[src/rtl/gf13_pkg.sv]
// GF(2^13) arithmetic shared by the BCH syndrome and Chien search stages.
// Field generator p(x) = x^13 + x^4 + x^3 + x + 1.
package gf13_pkg;

   localparam int GF_M = 13;
   // Low-order terms of p(x); x^13 is implied by the shift-out bit.
   localparam logic [GF_M-1:0] GF_POLY = 13'h001B;

   typedef logic [GF_M-1:0] gf13_t;

   // Multiply by alpha (x) once, folding the x^13 term back through p(x).
   function automatic gf13_t gf13_mul_alpha(input gf13_t a);
      gf13_t r;
      r = {a[GF_M-2:0], 1'b0};
      if (a[GF_M-1]) begin
         r = r ^ GF_POLY;
      end
      return r;
   endfunction

   // Multiply by alpha^j for a constant j; unrolls into a pure XOR network.
   function automatic gf13_t gf13_mul_alpha_pow(input gf13_t a, input int j);
      gf13_t r;
      r = a;
      for (int i = 0; i < j; i++) begin
         r = gf13_mul_alpha(r);
      end
      return r;
   endfunction

endpackage

[src/rtl/bch_synd_cell.sv]
// One syndrome accumulator S_J evaluated by Horner's rule:
// acc <- (first ? 0 : acc * alpha^J) ^ din on every accepted bit.
module bch_synd_cell
   import gf13_pkg::*;
#(
   parameter int J = 1
) (
   input  logic  clk,
   input  logic  rst,
   input  logic  en,
   input  logic  first,
   input  logic  din,
   output gf13_t acc_next
);

   gf13_t acc;

   // Next accumulator value; also exported so the top can capture it on the last bit.
   always_comb begin
      acc_next = (first ? gf13_t'('0) : gf13_mul_alpha_pow(acc, J)) ^ {{(GF_M-1){1'b0}}, din};
   end

   // Accumulator register: clear on reset, update on accepted bits, otherwise hold.
   always_ff @(posedge clk or posedge rst) begin
      if (rst) begin
         acc <= '0;
      end else if (en) begin
         acc <= acc_next;
      end
   end

endmodule

[src/rtl/bch_syndrome_calc.sv]
// BCH syndrome calculator: collects N received bits (r_{N-1} first), evaluates
// S_1..S_2T over GF(2^13) and streams them out one per cycle. The unload buffer
// is separate from the accumulators so the next codeword can start immediately.
module bch_syndrome_calc
   import gf13_pkg::*;
#(
   parameter int N = 8191,
   parameter int T = 8
) (
   input  logic        clk,
   input  logic        rst,
   input  logic        din,
   input  logic        din_valid,
   input  logic        sop,
   output logic [12:0] synd_out,
   output logic        synd_valid,
   output logic        synd_start,
   output logic        err_nonzero,
   output logic        busy
);

   localparam int          NS       = 2 * T;
   localparam int          IDX_W    = (NS > 1) ? $clog2(NS) : 1;
   localparam logic [12:0] N_C      = 13'(N);
   localparam logic [IDX_W-1:0] LAST_IDX = IDX_W'(NS - 1);

   typedef enum logic {
      IDLE,
      COLLECT
   } state_t;

   state_t            state;
   state_t            state_next;
   logic              accept;
   logic              last;
   logic [12:0]       cnt;
   logic [12:0]       cnt_next;
   gf13_t             acc_next [NS];
   logic              err_next;
   gf13_t             synd_buf [NS];
   logic [IDX_W-1:0]  idx;
   logic              active;
   logic              err_q;

   // A bit is taken when it starts a codeword or arrives during collection.
   assign accept = din_valid & (sop | (state == COLLECT));

   // Saturating bit count; sop restarts the count at the current bit.
   always_comb begin
      cnt_next = cnt;
      if (sop) begin
         cnt_next = 13'd1;
      end else if (cnt != N_C) begin
         cnt_next = cnt + 13'd1;
      end
      last = accept & (cnt_next == N_C);
   end

   for (genvar g = 0; g < NS; g++) begin : g_cell
      bch_synd_cell #(
         .J(g + 1)
      ) u_cell (
         .clk      (clk),
         .rst      (rst),
         .en       (accept),
         .first    (sop),
         .din      (din),
         .acc_next (acc_next[g])
      );
   end

   // OR-reduce of the freshly completed syndromes.
   always_comb begin
      err_next = 1'b0;
      for (int j = 0; j < NS; j++) begin
         err_next = err_next | (|acc_next[j]);
      end
   end

   // Collection FSM state register.
   always_ff @(posedge clk or posedge rst) begin
      if (rst) begin
         state <= IDLE;
      end else begin
         state <= state_next;
      end
   end

   // Collection FSM next-state logic.
   always_comb begin
      state_next = state;
      case (state)
         IDLE: begin
            if (last) begin
               state_next = IDLE;
            end else if (din_valid & sop) begin
               state_next = COLLECT;
            end
         end
         COLLECT: begin
            if (last) begin
               state_next = IDLE;
            end
         end
         default: state_next = IDLE;
      endcase
   end

   // Bit counter advances only on accepted bits.
   always_ff @(posedge clk or posedge rst) begin
      if (rst) begin
         cnt <= '0;
      end else if (accept) begin
         cnt <= cnt_next;
      end
   end

   // Unload buffer captures the updated accumulators on the last-bit edge.
   always_ff @(posedge clk or posedge rst) begin
      if (rst) begin
         for (int j = 0; j < NS; j++) begin
            synd_buf[j] <= '0;
         end
      end else if (last) begin
         for (int j = 0; j < NS; j++) begin
            synd_buf[j] <= acc_next[j];
         end
      end
   end

   // Unload sequencer: 2T consecutive symbols, then idle until the next completion.
   always_ff @(posedge clk or posedge rst) begin
      if (rst) begin
         active <= 1'b0;
         idx    <= '0;
         err_q  <= 1'b0;
      end else if (last) begin
         active <= 1'b1;
         idx    <= '0;
         err_q  <= err_next;
      end else if (active) begin
         if (idx == LAST_IDX) begin
            active <= 1'b0;
            idx    <= '0;
            err_q  <= 1'b0;
         end else begin
            idx <= idx + 1'b1;
         end
      end
   end

   // Outputs derive from reset-cleared registers, so reset zeroes them at once.
   always_comb begin
      synd_valid  = active;
      synd_start  = active & (idx == '0);
      synd_out    = active ? synd_buf[idx] : 13'd0;
      err_nonzero = active & err_q;
      busy        = (state == COLLECT);
   end

endmodule

[config.mk]
export PLATFORM = sky130hd
export DESIGN_NAME = bch_syndrome_calc
export DESIGN_NICKNAME = d
export VERILOG_FILES = /design/src/rtl/gf13_pkg.sv /design/src/rtl/bch_synd_cell.sv /design/src/rtl/bch_syndrome_calc.sv
export SDC_FILE = /design/constraint.sdc
export NUM_CORES = 1
export LEC_CHECK = 0
export CAP_MARGIN = 30
export CORE_MARGIN = 3
export CORE_UTILIZATION = 50
export DETAILED_ROUTE_END_ITERATION = 16
export PLACE_DENSITY = 0.78
export SLEW_MARGIN = 15
export SYNTH_ARGS = -nofsm -noshare
export SYNTH_HDL_FRONTEND = slang
export SYNTH_HIERARCHICAL = 1
export SYNTH_SLANG_ARGS = --single-unit
[constraint.sdc]
create_clock -name clk -period 8.2 [get_ports clk]
set_clock_uncertainty 0.2 [all_clocks]
set_input_delay 2.46 -clock clk [delete_from_list [all_inputs] [get_ports clk]]
set_output_delay 2.46 -clock clk [all_outputs]
set_load 0.05 [all_outputs]
==> results.md, run 1 <==
- Total Routing Usage GR: 22.8%
- Share of post-route cells with drive strength above 1: 26.7%
- Initial antenna violation count: 6
- Status: finished, final reports clean
- Number of hold buffers added after cts: 0
- Yosys reg bits: 436
- Worst slew pin tran: 1.20 ns
- XOR/XNOR share of the synthesized area: around 14%
- Maximum vdd drop: 167 uV
- Mapped Area: approximately 25,000 um^2
- Post-synthesis sequential area ratio: 44.3%
- Max cap viols: 0
- Via count: 15,246
- PD cells: 336 nW/um^2
- Dpl cell area: 25,100 um^2
- R2R setup slack: roughly 4.1 ns
- # nets final: 1,906
- Reg2Reg Launch Point: cnt[0]$_DFFE_PP0P_
- 1st-iter DRT viols: ~1,300
- Hold Path Class: flop to flop
- Synth Area in Adders: 0.152%
- Worst skew pair latency: 0.60 ns
- Top_reg_cell synth: dfrtp_1
- R2r worst-path depth: 9
- Post-synth EDFFs: 0
- Beginning of the critical path: idx[1]$_DFFE_PP0P_
- Max Fanout on Critical Path: 30
- Commonest non-fill, non-tap cells in the layout: 434 x dfrtp_1, 210 x xnor2_1, 189 x nor2_1
- CTS sink cnt: about 440
- DRC viols: 0
- Dpl hpwl: between 40,000 and 50,000 um
- Yosys cell types: 76
- Pre-antenna DRT Iters: 5
- Relative slew slack: 20.3%
- Final setup fails: 0
- P&R area growth vs syn: 8.64%
- Die X-Extent: 228 um
- Ys async rst share: 100%
- Critical path data required time: 5.54 ns
- First-pass GRT wire length: 93,900 um
- CORE AREA: a little under 50,000 um^2
- Mean Syn Cell Area: 12.7 um^2
- Synthesized instance count: about 1,900
- WL per Instance: 23.0 um
- Final hold slack: 0.284 ns
- I/O Pins: 22
- Setup Total Neg Slack: 0 ns
- Total gr overflow: 0
- Largest family of logic cells by synthesized area: multiplexers
- Std-Cell Rows: 80
- Wirelength, routed: 59,600 um
- Fin crit period: roughly 6.6 ns
- H-tree depth: 2
- Clock transition at the registers of the reported paths: 0.06 ns
- Leading cell type in the layout, fill and taps excluded: dfrtp_1
- Design area: 26,800 um^2
- Final Non-Filler Cells: around 2,600
- Ys Warns: 6
- WS Path Type: flop to output pin
- Max frequency: 151 MHz
- Inst Count DP: roughly 2,500
- Starting density of the core: 51.1%
- GPL Wtd Cong: 0.921
- Compound-Gate Fraction of Synth Area: just under 4%
- Post-DR vias/cell: 5.88
- Clock Tree Root: clkbuf_16
- Total CTS buffers: 48
- Clock Path Buffers: 3
- Total die area: approximately 52,000 um^2
- LEAKAGE: 12.4 nW
- Port bufs: 21
- Die Span Y: 228 um
- # resized after CTS: 0
- Reg2reg end: synd_buf[88]$_DFFE_PP0P_
- Simple-gate share of the synthesized area: 8.78%
- Worst setup SP type: flop
- Slew Limit Fails: 0
- Worst EP arrival: around 4.0 ns
- RSZ-0062 raised after global routing: no
- Mux share of post-synthesis cell area: 24.4%
- Critical Path End: synd_out[0]
- Final Hold Fails: 0
- CTS tree: yes
- Fin crit share: 80.8%
- Setup crit end kind: output pin
- Maximum number of pins on one net before global-route repair: between 100 and 150
- Vias in the first global route: between 15,000 and 20,000
- Syn Nets: roughly 2,000
- Setup Fix Bufs, Post-CTS: 0
- Post-route ant nets: 0
[registers in the layout (all words and copies together), names as in the netlist]
register and count:
synd_valid 1, idx 4, g_cell.u_cell/acc 208, busy 1, err_q 1, cnt 13
synd_buf 208
[metrics by stage]
stage / worst slack (ns) / total power [W] / utilization, %
5_1_grt: 1.41 / 0.00947 / 55.5
3_3_place_gp: 2.02 / 0.00665 / 52.0
6_report: 1.57 / 0.00899 / 55.5
2_1_floorplan: 2.56 / 0.00594 / -
4_1_cts: 1.55 / 0.00901 / 55.5
3_5_place_dp: 2.04 / 0.00678 / 52.1
[worst max-delay path: stages (launching register included)]
cell             delay, ns
dfrtp_2               0.84
buf_4                 0.52
mux4_2                0.60
mux4_2                0.47
and2_1                0.21
clkdlybuf4s50_1       0.71
[power breakdown]
group	switching [W]	total [W]	internal, W
Combinational	0.00201	0.00386	0.00185
Clock	0.000885	0.00221	0.00132
Sequential	0.000453	0.00293	0.00248
Total	0.00335	0.00899	0.00565
[cell usage after synthesis (all sizes together) (2+ instances only)]
| cell type | number | share of area [%] |
|---|---|---|
| a21boi | 3 | 0.091 |
| a21o | 2 | 0.061 |
| a21oi | 14 | 0.28 |
| a22o | 10 | 0.36 |
| a31oi | 14 | 0.36 |
| a41oi | 3 | 0.11 |
| and2 | 19 | 0.48 |
| and3 | 4 | 0.10 |
| and4 | 3 | 0.11 |
| buf | 78 | 2.3 |
| clkbuf | 48 | 0.84 |
| dfrtp | 436 | 44 |
| ha | 3 | 0.15 |
| inv | 71 | 1.1 |
| mux2 | 337 | 18 |
| mux2i | 11 | 0.45 |
| mux4 | 65 | 5.9 |
| nand2 | 31 | 0.47 |
| nand2b | 21 | 0.53 |
| nand3 | 10 | 0.22 |
| nand3b | 5 | 0.15 |
| nand4 | 20 | 0.51 |
| nor2 | 195 | 3.0 |
| nor2b | 35 | 0.89 |
| nor3 | 9 | 0.20 |
| nor4 | 56 | 1.4 |
| o21ai | 21 | 0.43 |
| o22ai | 47 | 1.3 |
| o2bb2ai | 3 | 0.11 |
| o311ai | 3 | 0.11 |
| o31ai | 12 | 0.37 |
| or3 | 9 | 0.23 |
| or4 | 2 | 0.061 |
| xnor2 | 219 | 8.1 |
| xnor3 | 36 | 3.3 |
| xor2 | 54 | 2.1 |
| xor3 | 8 | 0.78 |
[worst min-delay path by stage]
stage,from,endpoint,slack [ns],depth (start not counted)
6_report,g_cell[2].u_cell/acc[4]$_DFFE_PP0P_,g_cell[2].u_cell/acc[4]$_DFFE_PP0P_,0.28,1
3_5_place_dp,g_cell[2].u_cell/acc[4]$_DFFE_PP0P_,g_cell[2].u_cell/acc[4]$_DFFE_PP0P_,0.27,1
4_1_cts,g_cell[2].u_cell/acc[4]$_DFFE_PP0P_,g_cell[2].u_cell/acc[4]$_DFFE_PP0P_,0.29,1
3_3_place_gp,g_cell[2].u_cell/acc[4]$_DFFE_PP0P_,g_cell[2].u_cell/acc[4]$_DFFE_PP0P_,0.26,1
2_1_floorplan,g_cell[0].u_cell/acc[1]$_DFFE_PP0P_,g_cell[0].u_cell/acc[1]$_DFFE_PP0P_,0.25,1
5_1_grt,g_cell[2].u_cell/acc[4]$_DFFE_PP0P_,g_cell[2].u_cell/acc[4]$_DFFE_PP0P_,0.32,1
[routing by layer]
metal	share of wire, %	wire length, um	GRT usage (%)	vias to the layer above
met5	0.022	13	0	-
met4	4.6	2760	9.87	2
met3	6.2	3690	4.60	147
met2	48	28500	37.0	484
met1	41	24700	30.0	7858
li1	-	-	-	6755
[cell type report]
| class | instances | area, um^2 |
|---|---|---|
| timing repair buffer | 39 | 422 |
| clock inverter | 10 | 158 |
| antenna | 3 | 7.51 |
| tap | 656 | 821 |
| multi-input combinational | 1301 | 12700 |
| clock buffer | 76 | 1470 |
| fill | 3787 | 21500 |
| sequential | 436 | 10900 |
| inverter | 72 | 282 |
[cell families (layout without fill, tap and decap cells)]
kind of cell             Yosys count  after routing
flip-flops                       436            436
multiplexers                     413            413
AO/OA/AOI/OAI                    141            141
other                              0              3
buffers and inverters            198            197
XOR/XNOR                         317            317
AND/OR/NAND/NOR                  427            427
adder cells (fa/ha/maj)            3              3
(Power assumes the default switching activity.)
==> inputs of run 2 (changes only) <==
Clock period 8.2 ns to 5.8 ns, I/O delays scaled along.
==> run 2 against run 1 <==
Against the previous run:
- clock-buffer cell count fell by 13
- total power increased by 42%
- sequential share of layout area shrank 0.15 points
- global-route usage is 0.65 points lower
- largest power group unchanged
- cell area up 0.36%
- via count down 0.54%
- combinational power up 42%
- first-iteration DRC count is 14% higher
- critical endpoint is now synd_out[5]
- final cell count rose by 0.12%
- worst hold slack improved by 0.0040 ns
- die area did not move
==> results.md, run 2 (synthesis results as in run 1) <==
- Die Span Y: 228 um (unchanged)
- Clock transition at the registers of the reported paths: 0.06 ns (about the same)
- WS Path Type: flop to output pin
- RSZ-0062 raised after global routing: no
- 1st-iter DRT viols: 1,474 (+14%)
- Total gr overflow: 0 (unchanged)
- Setup Total Neg Slack: 0 ns (unchanged)
- Switching Share: 37.3% (+0.079 points)
- Share of post-route cells with drive strength above 1: 27.3% (+0.54 points)
- Final WS setup: 0.247 ns (-1.33 ns)
- DRC viols: 0 (unchanged)
- Via count: 15,163 (-0.54%)
- Post-route ant nets: 0 (unchanged)
- Wirelength, routed: 57,500 um (-3.6%)
- Number of hold buffers added after cts: 0 (unchanged)
- PD cells: 476 nW/um^2 (+42%)
- Post-DR vias/cell: 5.84 (-0.66%)
- CTS tree: yes
- Maximum vdd drop: 221 uV (+32%)
- Hold Path Class: flop to flop
- Top flop regs: g_cell.u_cell/acc x208, synd_buf x208, cnt x13
- H-tree depth: 2 (unchanged)
- Critical path data required time: 3.86 ns (-1.68 ns)
- Max Fanout on Critical Path: 22 (-27%)
- Commonest non-fill, non-tap cells in the layout: 434 x dfrtp_1, 210 x xnor2_1, 189 x nor2_1
- Worst slew pin tran: 1.08 ns (-0.114 ns)
- Final setup fails: 0 (unchanged)
- # resized after CTS: 0 (unchanged)
- Fin crit period: around 5.6 ns
- Std-Cell Rows: 80 (unchanged)
- Clock Path Buffers: 3 (unchanged)
- Total die area: 52,000 um^2 (unchanged)
- # nets final: 1,910 (+0.21%)
- Final Non-Filler Cells: 2,596 (+0.12%)
- Worst EP arrival: 3.61 ns (-0.36 ns)
- Int Pwr: 0.00803 W (+42%)
- P&R area growth vs syn: 9.03%
- Pre-antenna DRT Iters: 8 (+3)
- I/O Pins: 22 (unchanged)
- Die X-Extent: 228 um (unchanged)
- Final Hold Fails: 0 (unchanged)
- LEAKAGE: 12.5 nW (+0.49%)
- Clock power share: 24.8% (+0.3 points)
- WL per Instance: 22.1 um (-3.7%)
- Relative slew slack: 27.9% (+7.6 points)
- Max frequency: around 180 MHz
- Final Core Density: 55.7% (+0.20 points)
- Final hold slack: 0.288 ns (+0.00401 ns)
- CTS sink cnt: 436 (unchanged)
- Leading cell type in the layout, fill and taps excluded: dfrtp_1
- Worst skew pair latency: 0.59 ns (about the same)
- Maximum number of pins on one net before global-route repair: 137 (-2.8%)
- Fin crit share: 95.7%
- Total CTS buffers: 47 (-2.1%)
- Dpl hpwl: 40,700 um (-4.2%)
- Starting density of the core: 51.1% (unchanged)
- Slew Limit Fails: 0 (unchanged)
- Antenna diode count: 0 (-3)
- Setup crit end kind: output pin
- Max cap viols: 0 (unchanged)
- Worst setup SP type: flop
- Setup Fix Bufs, Post-CTS: 0 (unchanged)
- Clock Tree Root: clkbuf_16
- Inst Count DP: 2,508 (+0.16%)
- CORE AREA: 48,200 um^2 (unchanged)
- Comb pwr share: 42.9% (about the same)
- Initial antenna violation count: 2 (-4)
- Port bufs: 21 (unchanged)
- Vias in the first global route: 15,648 (-0.98%)
- Sequential Power Share: 32.3% (-0.3 points)
- DP Worst Slack: 0.698 ns (-1.35 ns)
- Total Routing Usage GR: 22.2% (-0.65 points)
- Psw: 0.00477 W (+43%)
- Status: finished, final reports clean
- First-pass GRT wire length: 92,300 um (-1.8%)
- GPL Wtd Cong: 0.881 (-4.3%)
run 2: critical path: stages, from the launching register on:
cell and delay (ns):
dfrtp_4 0.67, buf_4 0.34, mux4_2 0.61, mux4_2 0.53
and2_1 0.18, clkdlybuf4s50_1 0.69
run 2: path summary, 6_finish.rpt:
path / from / end / slack [ns] / depth (start not counted)
setup / recovery: idx[0]$_DFFE_PP0P_ / synd_out[5] / 0.25 / 5
min in group asynchronous: rst / g_cell[0].u_cell/acc[6]$_DFFE_PP0P_ / 1.27 / 3
setup reg to reg: cnt[0]$_DFFE_PP0P_ / synd_buf[181]$_DFFE_PP0P_ / 1.96 / 8
hold reg to reg: synd_buf[67]$_DFFE_PP0P_ / synd_buf[67]$_DFFE_PP0P_ / 0.29 / 1
max in group asynchronous: rst / idx[0]$_DFFE_PP0P_ / 3.31 / 4
hold / removal: synd_buf[67]$_DFFE_PP0P_ / synd_buf[67]$_DFFE_PP0P_ / 0.29 / 1
run 2: power by group through the flow:
stage	sequential (W)	combinational, W	clock, W
after floorplan	0.00390	0.00449	0
after global placement	0.00415	0.00526	0
after detailed placement	0.00418	0.00541	0
after CTS	0.00413	0.00546	0.00322
after global routing	0.00421	0.00594	0.00335
final	0.00413	0.00549	0.00317
run 2: layout make-up:
type	count	area (um^2)
inverter	72	282
clock buffer	63	1340
tap	656	821
fill	3747	21400
timing repair buffer	44	514
clock inverter	24	299
multi-input combinational	1301	12700
sequential	436	10900
run 2: per-layer routing:
layer / share of wire (%) / track usage, % / up-vias
met4: 2.8 / 6.31 / 4
met5: 0.045 / 0 / -
met1: 43 / 30.5 / 7850
li1: - / - / 6720
met3: 5.5 / 3.82 / 113
met2: 49 / 36.5 / 476
run 2: through the flow:
step                      instance area (um^2)  power (W)
final                                    26900     0.0128
after global routing                     26900     0.0135
after CTS                                26900     0.0128
after detailed placement                 25200    0.00959
after global placement                   25200    0.00941
after floorplan                          24600    0.00840
==> inputs of run 3 (changes only) <==
Settings changed: REMOVE_ABC_BUFFERS from default to 1.
==> run 3 against run 2 <==
Against the previous run:
- register-to-register slack lost 0.02 ns
- global-route usage up 0.52 points
- critical path depth unchanged
- flip-flop and latch count stayed put
- worst setup slack lost 0.10 ns
- clock power hardly changed
- cell area up 0.18%
- final cell count did not move
- critical path type unchanged
==> results.md, run 3 (synthesis results as in run 1) <==
- Maximum vdd drop: 363 uV (+64%)
- Antenna diode count: 0 (unchanged)
- Maximum number of pins on one net before global-route repair: 135 (-1.5%)
- H-tree depth: 2 (unchanged)
- Hold_sp: g_cell[0].u_cell/acc[4]$_DFFE_PP0P_
- Worst skew pair latency: 0.61 ns (+0.02 ns)
- Max cap viols: 0 (unchanged)
- Sequential Power Share: 32.3% (about the same)
- Final setup fails: 0 (unchanged)
- LEAKAGE: 12.5 nW (about the same)
- Share of post-route cells with drive strength above 1: 27.2% (-0.10 points)
- RSZ-0062 raised after global routing: no
- Std-Cell Rows: 80 (unchanged)
- Leading cell type in the layout, fill and taps excluded: dfrtp_1
- Most numerous cell on the critical path: mux4_2
- Crit-path cells: buf_12, mux4_2, mux4_2, and2_1, clkdlybuf4s50_1
- Reg2Reg Launch Point: cnt[0]$_DFFE_PP0P_
- CP bufs+invs: 2 (unchanged)
- Setup crit end kind: output pin
- I/O Pins: 22 (unchanged)
- Port bufs: 21 (unchanged)
- Final Hold Fails: 0 (unchanged)
- Initial antenna violation count: 3 (+1)
- 1st-iter DRT viols: 1,386 (-6.0%)
- Hold Path Class: flop to flop
- Starting density of the core: 51.1% (unchanged)
- Critical Path Max Stage Delay: 0.79 ns (+0.10 ns)
- Family with the most delay on the worst path: multiplexers
- # nets final: 1,912 (+0.10%)
- Dpl hpwl: 41,800 um (+2.6%)
- Max Fanout on Critical Path: 28 (+27%)
- Clock transition at the registers of the reported paths: 0.06 ns (about the same)
- Switching Share: 37.4% (+0.13 points)
- Comb pwr share: 42.8% (about the same)
- CTS sink cnt: 436 (unchanged)
- # resized after CTS: 0 (unchanged)
- Setup Fix Bufs, Post-CTS: 0 (unchanged)
- Int Pwr: 0.00804 W (+0.16%)
- R2r worst-path depth: 8 (unchanged)
- Max frequency: 177 MHz (-1.8%)
- Slew Limit Fails: 0 (unchanged)
- CORE AREA: 48,200 um^2 (unchanged)
- First-pass GRT wire length: 93,500 um (+1.3%)
- Critical path data required time: 3.86 ns (about the same)
- Worst slew pin tran: 0.942 ns (-0.139 ns)
- Total CTS buffers: 46 (-2.1%)
- Total Routing Usage GR: 22.7% (+0.52 points)
- Relative slew slack: 37.2% (+9.3 points)
- Post-DR vias/cell: 5.88 (+0.65%)
- Worst Hold Depth: 1 (unchanged)
- Clock Path Buffers: 3 (unchanged)
- Reg2reg end: synd_buf[153]$_DFFE_PP0P_
- Fillcell total: 3,814 (+1.8%)
- Die X-Extent: 228 um (unchanged)
- Top flop regs: g_cell.u_cell/acc x208, synd_buf x208, cnt x13
- GPL Wtd Cong: 0.931 (+5.7%)
- Clock Tree Root: clkbuf_16
- P&R area growth vs syn: 9.23%
- PD cells: 477 nW/um^2 (+0.18%)
- Pre-antenna DRT Iters: 5 (-3)
- WS Path Type: flop to output pin
- Fin crit share: 97.5% (+1.7 points)
- Clock power share: 24.9% (about the same)
- Total gr overflow: 0 (unchanged)
- Fin crit period: 5.65 ns (+0.100 ns)
- Psw: 0.00480 W (+0.70%)
- Wirelength, routed: 59,000 um (+2.6%)
- DRC viols: 0 (unchanged)
- Commonest non-fill, non-tap cells in the layout: 434 x dfrtp_1, 210 x xnor2_1, 189 x nor2_1
- Hold EP: g_cell[0].u_cell/acc[4]$_DFFE_PP0P_
- Worst setup SP type: flop
- Die Span Y: 228 um (unchanged)
- Number of hold buffers added after cts: 0 (unchanged)
- CTS tree: yes
- Status: finished, final reports clean
- Total die area: 52,000 um^2 (unchanged)
- Via count: 15,262 (+0.65%)
- Final Total Pwr: 0.0128 W (+0.36%)
- R2R setup slack: 1.94 ns (-0.02 ns)
- Critical-path top delay cell: dfrtp_4
- Final hold slack: 0.285 ns (-0.00311 ns)
- WL per Instance: 22.7 um (+2.6%)
- Vias in the first global route: 15,822 (+1.1%)
- Worst EP arrival: 3.71 ns (+0.10 ns)
- Post-route ant nets: 0 (unchanged)
[run 3: metrics by stage]
step	TNS, ns	area, um^2	std cells	util, %	setup WS, ns
floorplan	-1457.69	23900	1809	-	-3.31
CTS	0	26900	2594	55.7	0.115
finish	0	26900	2596	55.8	0.147
global placement	0	25200	2510	52.3	0.769
global route	0	26900	2596	55.8	0.0132
detailed placement	0	25200	2510	52.3	0.734
[run 3: worst max path at each step]
stage	from	endpoint	slack, ns	cells past startpoint
global route	idx[0]$_DFFE_PP0P_	synd_out[7]	0.01	5
global placement	idx[0]$_DFFE_PP0P_	synd_out[8]	0.77	5
floorplan	sop	synd_buf[110]$_DFFE_PP0P_	-3.31	6
finish	idx[0]$_DFFE_PP0P_	synd_out[4]	0.15	5
detailed placement	idx[0]$_DFFE_PP0P_	synd_out[4]	0.73	5
CTS	idx[0]$_DFFE_PP0P_	synd_out[4]	0.11	5
[run 3: metal layers]
| layer | part of all wire [%] | routed length (um) | track usage (%) | vias to the layer above |
|---|---|---|---|---|
| met4 | 2.3 | 1390 | 5.78 | 6 |
| met1 | 43 | 25400 | 31.4 | 7890 |
| met3 | 7.9 | 4640 | 6.21 | 107 |
| met5 | 0.064 | 38 | 0 | - |
| met2 | 47 | 27500 | 35.7 | 517 |
| li1 | - | - | - | 6742 |
[run 3: power by group through the flow]
stage          sequential (W)  clock, W  combinational, W
2_1_floorplan         0.00404         0           0.00426
3_3_place_gp          0.00415         0           0.00530
3_5_place_dp          0.00419         0           0.00543
4_1_cts               0.00414   0.00325           0.00547
5_1_grt               0.00422   0.00338           0.00594
6_report              0.00414   0.00320           0.00549
[run 3: cell type report]
cell class              count  area [um^2]  area share (%)
clock buffers              61         1290            4.78
clock inverters            23          358            1.33
inverters                  72          285            1.06
multi-input cells        1301        12700            47.2
flip-flops and latches    436        10900            40.6
well taps                 656          821            3.05
repair buffers             47          549            2.04
